[config.mk]
export PLATFORM = sky130hd
export DESIGN_NAME = sha256_1024in_core
export DESIGN_NICKNAME = d
export VERILOG_FILES = /design/src/rtl/sha256_1024in_core.sv
export SDC_FILE = /design/constraint.sdc
export NUM_CORES = 2
export LEC_CHECK = 0
export CELL_PAD_IN_SITES_DETAIL_PLACEMENT = 1
export CELL_PAD_IN_SITES_GLOBAL_PLACEMENT = 1
export CORE_MARGIN = 1.5
export CORE_UTILIZATION = 35
export CTS_BUF_LIST = sky130_fd_sc_hd__clkbuf_4 sky130_fd_sc_hd__clkbuf_8
export DETAILED_ROUTE_END_ITERATION = 16
export GPL_TIMING_DRIVEN = 1
export PLACE_DENSITY_LB_ADDON = 0.1
export SLEW_MARGIN = 20
export SYNTH_ARGS = -nofsm -noshare
export SYNTH_HDL_FRONTEND = slang
export SYNTH_SLANG_ARGS = --single-unit
[constraint.sdc]
create_clock -name clk_i -period 19.9 [get_ports clk_i]
set_clock_uncertainty 0.15 [all_clocks]
set_input_delay 2.985 -clock clk_i [delete_from_list [all_inputs] [get_ports clk_i]]
set_output_delay 2.985 -clock clk_i [all_outputs]
set_load 0.02 [all_outputs]
[src/rtl/sha256_1024in_core.sv]
// ============================================================================
// Module      : sha256_1024in_core
// Description : Iterative SHA-256 engine hashing one pre-padded 1024-bit
//               (two-block) message per request; SHA256_UNROLL2_EN selects
//               two rounds per clock.
// Revision    : 1.0 - initial release
// ============================================================================
`default_nettype none

module sha256_1024in_core #(
    parameter logic [255:0] IV = 256'h6a09e667_bb67ae85_3c6ef372_a54ff53a_510e527f_9b05688c_1f83d9ab_5be0cd19
) (
    input  logic          clk_i,
    input  logic          rst_ni,
    input  logic          in_valid,
    input  logic [1023:0] in,
    output logic          in_ready,
    output logic          out_valid,
    output logic [255:0]  out,
    input  logic          out_ready
);

    typedef enum logic [2:0] {
        IDLE = 3'd0,
        RND0 = 3'd1,
        MID  = 3'd2,
        RND1 = 3'd3,
        FIN  = 3'd4,
        DONE = 3'd5
    } state_t;

`ifdef SHA256_UNROLL2_EN
    localparam int CNT_W = 5;
`else
    localparam int CNT_W = 6;
`endif

    localparam logic [31:0] K [64] = '{
        32'h428a2f98, 32'h71374491, 32'hb5c0fbcf, 32'he9b5dba5, 32'h3956c25b, 32'h59f111f1, 32'h923f82a4, 32'hab1c5ed5,
        32'hd807aa98, 32'h12835b01, 32'h243185be, 32'h550c7dc3, 32'h72be5d74, 32'h80deb1fe, 32'h9bdc06a7, 32'hc19bf174,
        32'he49b69c1, 32'hefbe4786, 32'h0fc19dc6, 32'h240ca1cc, 32'h2de92c6f, 32'h4a7484aa, 32'h5cb0a9dc, 32'h76f988da,
        32'h983e5152, 32'ha831c66d, 32'hb00327c8, 32'hbf597fc7, 32'hc6e00bf3, 32'hd5a79147, 32'h06ca6351, 32'h14292967,
        32'h27b70a85, 32'h2e1b2138, 32'h4d2c6dfc, 32'h53380d13, 32'h650a7354, 32'h766a0abb, 32'h81c2c92e, 32'h92722c85,
        32'ha2bfe8a1, 32'ha81a664b, 32'hc24b8b70, 32'hc76c51a3, 32'hd192e819, 32'hd6990624, 32'hf40e3585, 32'h106aa070,
        32'h19a4c116, 32'h1e376c08, 32'h2748774c, 32'h34b0bcb5, 32'h391c0cb3, 32'h4ed8aa4a, 32'h5b9cca4f, 32'h682e6ff3,
        32'h748f82ee, 32'h78a5636f, 32'h84c87814, 32'h8cc70208, 32'h90befffa, 32'ha4506ceb, 32'hbef9a3f7, 32'hc67178f2
    };

    function automatic logic [31:0] rotr(input logic [31:0] x, input int n);
        return (x >> n) | (x << (32 - n));
    endfunction

    function automatic logic [31:0] sched(input logic [31:0] wm2, input logic [31:0] wm7,
                                          input logic [31:0] wm15, input logic [31:0] wm16);
        return (rotr(wm2, 17) ^ rotr(wm2, 19) ^ (wm2 >> 10)) + wm7
             + (rotr(wm15, 7) ^ rotr(wm15, 18) ^ (wm15 >> 3)) + wm16;
    endfunction

    function automatic logic [255:0] round_f(input logic [255:0] s, input logic [31:0] k,
                                             input logic [31:0] wt);
        logic [31:0] a, b, c, d, e, f, g, h, t1, t2;
        {a, b, c, d, e, f, g, h} = s;
        t1 = h + (rotr(e, 6) ^ rotr(e, 11) ^ rotr(e, 25)) + ((e & f) ^ (~e & g)) + k + wt;
        t2 = (rotr(a, 2) ^ rotr(a, 13) ^ rotr(a, 22)) + ((a & b) ^ (a & c) ^ (b & c));
        return {t1 + t2, a, b, c, d + t1, e, f, g};
    endfunction

    function automatic logic [255:0] add8(input logic [255:0] x, input logic [255:0] y);
        logic [255:0] r;
        for (int i = 0; i < 8; i++) begin
            r[32*i +: 32] = x[32*i +: 32] + y[32*i +: 32];
        end
        return r;
    endfunction

    state_t           state;
    state_t           state_nx;
    logic [CNT_W-1:0] cnt;
    logic [31:0]      w [16];
    logic [511:0]     blk1;
    logic [255:0]     st;
    logic [255:0]     hh;
    logic [255:0]     st_rnd;
    logic [255:0]     h_sum;
    logic [31:0]      w_new0;
`ifdef SHA256_UNROLL2_EN
    logic [31:0]      w_new1;
`endif

    // W window: w[0] is the word consumed this edge, w[15] the newest scheduled word.
    always_comb begin
        h_sum  = add8(hh, st);
        w_new0 = sched(w[14], w[9], w[1], w[0]);
`ifdef SHA256_UNROLL2_EN
        w_new1 = sched(w[15], w[10], w[2], w[1]);
        st_rnd = round_f(round_f(st, K[{cnt, 1'b0}], w[0]), K[{cnt, 1'b1}], w[1]);
`else
        st_rnd = round_f(st, K[cnt], w[0]);
`endif
    end

    always_comb begin
        state_nx = state;
        in_ready = 1'b0;
        unique case (state)
            IDLE: begin
                in_ready = 1'b1;
                if (in_valid) state_nx = RND0;
            end
            RND0:    if (cnt == '1) state_nx = MID;
            MID:     state_nx = RND1;
            RND1:    if (cnt == '1) state_nx = FIN;
            FIN:     state_nx = DONE;
            DONE:    if (out_ready) state_nx = IDLE;
            default: state_nx = IDLE;
        endcase
    end

    always_ff @(posedge clk_i or negedge rst_ni) begin
        if (!rst_ni) begin
            state     <= IDLE;
            cnt       <= '0;
            out_valid <= 1'b0;
            out       <= '0;
        end else begin
            state <= state_nx;
            unique case (state)
                IDLE:       cnt <= '0;
                RND0, RND1: cnt <= cnt + 1'b1;
                FIN: begin
                    out_valid <= 1'b1;
                    out       <= h_sum;
                end
                DONE:       if (out_ready) out_valid <= 1'b0;
                default: ;
            endcase
        end
    end

    // Datapath needs no reset: every field is reloaded on the accepting edge.
    always_ff @(posedge clk_i) begin
        unique case (state)
            IDLE: begin
                if (in_valid) begin
                    for (int i = 0; i < 16; i++) w[i] <= in[1023-32*i -: 32];
                    blk1 <= in[511:0];
                    st   <= IV;
                    hh   <= IV;
                end
            end
            RND0, RND1: begin
                st <= st_rnd;
`ifdef SHA256_UNROLL2_EN
                for (int i = 0; i < 14; i++) w[i] <= w[i+2];
                w[14] <= w_new0;
                w[15] <= w_new1;
`else
                for (int i = 0; i < 15; i++) w[i] <= w[i+1];
                w[15] <= w_new0;
`endif
            end
            MID: begin
                hh <= h_sum;
                st <= h_sum;
                for (int i = 0; i < 16; i++) w[i] <= blk1[511-32*i -: 32];
            end
            default: ;
        endcase
    end

endmodule

`default_nettype wire

==> reports/qor.yml <==
status: "complete, no violations"
worst_slew_pin_slew_ns: 1.16
setup_tns_ns: 0
antenna_found_initial: 235
critPathBufInv: 6
multi_input_area_mm2: 0.0405
firstDrtPassIters: 6
avgSynthCellArea_um2: 11.1
place_area_mm2: 0.113
synth_top_area_cell: "edfxtp_1"
clk_pin_slew_ns: 0.06
cts_buffers: 339
syn-num-nets: 10300
cts_hold_buf: 0
maxSlewViolCount: 0
crit_family: "compound AO/OA/AOI/OAI gates"
synthTopCellsByCount: "edfxtp_1, nand2_1, o21ai_0"
synth.top_cell.area_share_pct: 47.9
grt.total_usage_pct: 32.8
core_area_mm2: 0.274
slew_headroom_pct: 21.6
die-width_um: 527
synth_seq_area_share_pct: 54.9
regArea_mm2: 0.0528
cts_max_level: 5
grt_max_degree: 176
cp-start-kind: "flop"
ant_nets: 0
gr-total-overflow: 0
dr_total_vias: 77700
grt_pass1_wl_um: 637000
crit_top_cell: "inv_1"
rows: 192
finalInstanceArea_mm2: 0.120
crit_fanout: 17
synthCells: 8667
die_y_um: 527
hold_viol_final: 0
gp_congestion: 0.957
hp-class: "reg2reg"
maxCapViolCount: 0
via_per_inst: 5.60
drtIter0Drc: 7415
synth.most_common_cell: "edfxtp_1"
ys_ff_latch: 1802
pin_count: 1286
die_area_mm2: 0.278
dp_hpwl_um: 364000
nFillCells: 29400
post_cts_resized: 0
ys_async_sr_fraction_pct: 14.8
portBuffers: 1285
dominantRegCellSynth: "edfxtp_1"
synth_area_leaders: "edfxtp_1, dfrtp_1, nand2_1"
slowest_stage: "o21ai_0"
initial_utilization_pct: 35.2
timing.final.crit_period_ns: 10.73
drt-wirelength-per-cell_um: 33.8
reg2reg_slack_ns: 9.17
setup_viol: 0
wirelength_um: 469000
grt_pass1_vias: 79400
cts_post_setup_buffers_inserted: 0
insertion_delay_ns: 1.08
critPathKind: "reg2reg"
syn_area_mm2: 0.0962
cp.arrival_ns: 11.37
clockRootBuffer: "clkbuf_8"
required_ns: 20.54
fmax_mhz: 93.2
rsz0062_at_grt: "no"
drc: 0
clock-sinks: 1802
syn_to_final_growth_pct: 24.5
finalNetCount: 11500
synth_cell_types: 101
synth-edff-count: 1536
tritoncts: "yes"
period_share_pct: 53.9
ys_warn_count: 0
drive_above_1_share_pct: 8.15
cts.path.max_buffers: 4
critPathMaxStageDelay_ns: 0.83
critPathCaptureType: "flop"
final_util_pct: 43.8
[stage by stage]
stage	setup slack, ns	hold slack, ns	std cells
floorplan	0.338	0.341	8667
global placement	9.34	0.312	13200
detailed placement	9.25	0.319	13200
CTS	9.22	0.333	13800
global route	8.58	0.355	13800
finish	9.17	0.327	13900
[sequential cells by signal (all words and copies together) (netlist names)]
name and flops:
blk1 512, hh 256, st 256, cnt 6, w 512, out_valid 1, state 3, out 256
[path summary, 6_finish.rpt]
check	startpoint	to	cells past startpoint
min in group asynchronous	rst_ni	out[170]$_DFFE_PN0P_	1
worst max register to register	cnt[1]$_DFFE_PN0P_	st[255]$_DFFE_PP_	36
worst min register to register	out[3]$_DFFE_PN0P_	out[3]$_DFFE_PN0P_	2
max in group asynchronous	rst_ni	out[36]$_DFFE_PN0P_	3
worst min-delay path	out[3]$_DFFE_PN0P_	out[3]$_DFFE_PN0P_	2
worst max-delay path	cnt[1]$_DFFE_PN0P_	st[255]$_DFFE_PP_	36
[kinds of logic (layout without fill, tap and decap cells)]
logic type	count (synthesis)	in the layout	share of synthesized area, %
compound gates	2528	2528	16.7
xor+xnor	597	597	5.43
fa+ha+maj	587	587	9.15
buf+inv	794	2305	3.13
flops	1802	1802	54.9
mux	62	62	0.834
other cells	0	92	0
simple gates	2297	2297	9.94
[tightest hold or removal path: stages, from the launching register on]
cell and delay (ns):
dfrtp_1 0.34, nand2_1 0.05, o21ai_0 0.06
[cell type report]
| class | count | share of cell area [%] |
|---|---|---|
| diodes | 92 | 0.192 |
| repair buffers | 1389 | 11.5 |
| multi-input cells | 6071 | 33.9 |
| clock buffers | 487 | 4.97 |
| inverters | 305 | 0.969 |
| clock inverters | 124 | 0.668 |
| well taps | 3589 | 3.75 |
| flip-flops and latches | 1802 | 44.1 |
[cells in the final DEF, fill, tap and decap left out, types with 81 or more instances in the layout]
cell type,synthesis,final
fa_1,195,195
inv_1,300,298
nor2_1,542,539
clkdlybuf4s50_1,0,1284
ha_1,390,390
o21ai_0,814,812
a31oi_1,209,209
o21a_1,81,81
xor2_1,204,204
a21o_1,298,298
nand2b_1,92,90
edfxtp_1,1536,1536
nand2_1,1336,1330
a21oi_1,385,385
clkbuf_8,1,367
a22oi_1,355,355
dfrtp_1,266,260
diode_2,0,92
clkbuf_4,0,120
xnor2_1,393,389
buf_4,1,93
[layer usage]
layer / vias to the layer above / global-route usage [%] / routed length [µm]
met5: - / 0 / 905
met4: 140 / 15.0 / 22000
met3: 943 / 7.33 / 32300
met2: 2830 / 55.5 / 231000
met1: 39700 / 39.6 / 183000
li1: 34000 / - / -
Power is not shown: default switching activity piles up to over one toggle a cycle in this logic, so the estimate is an artifact.
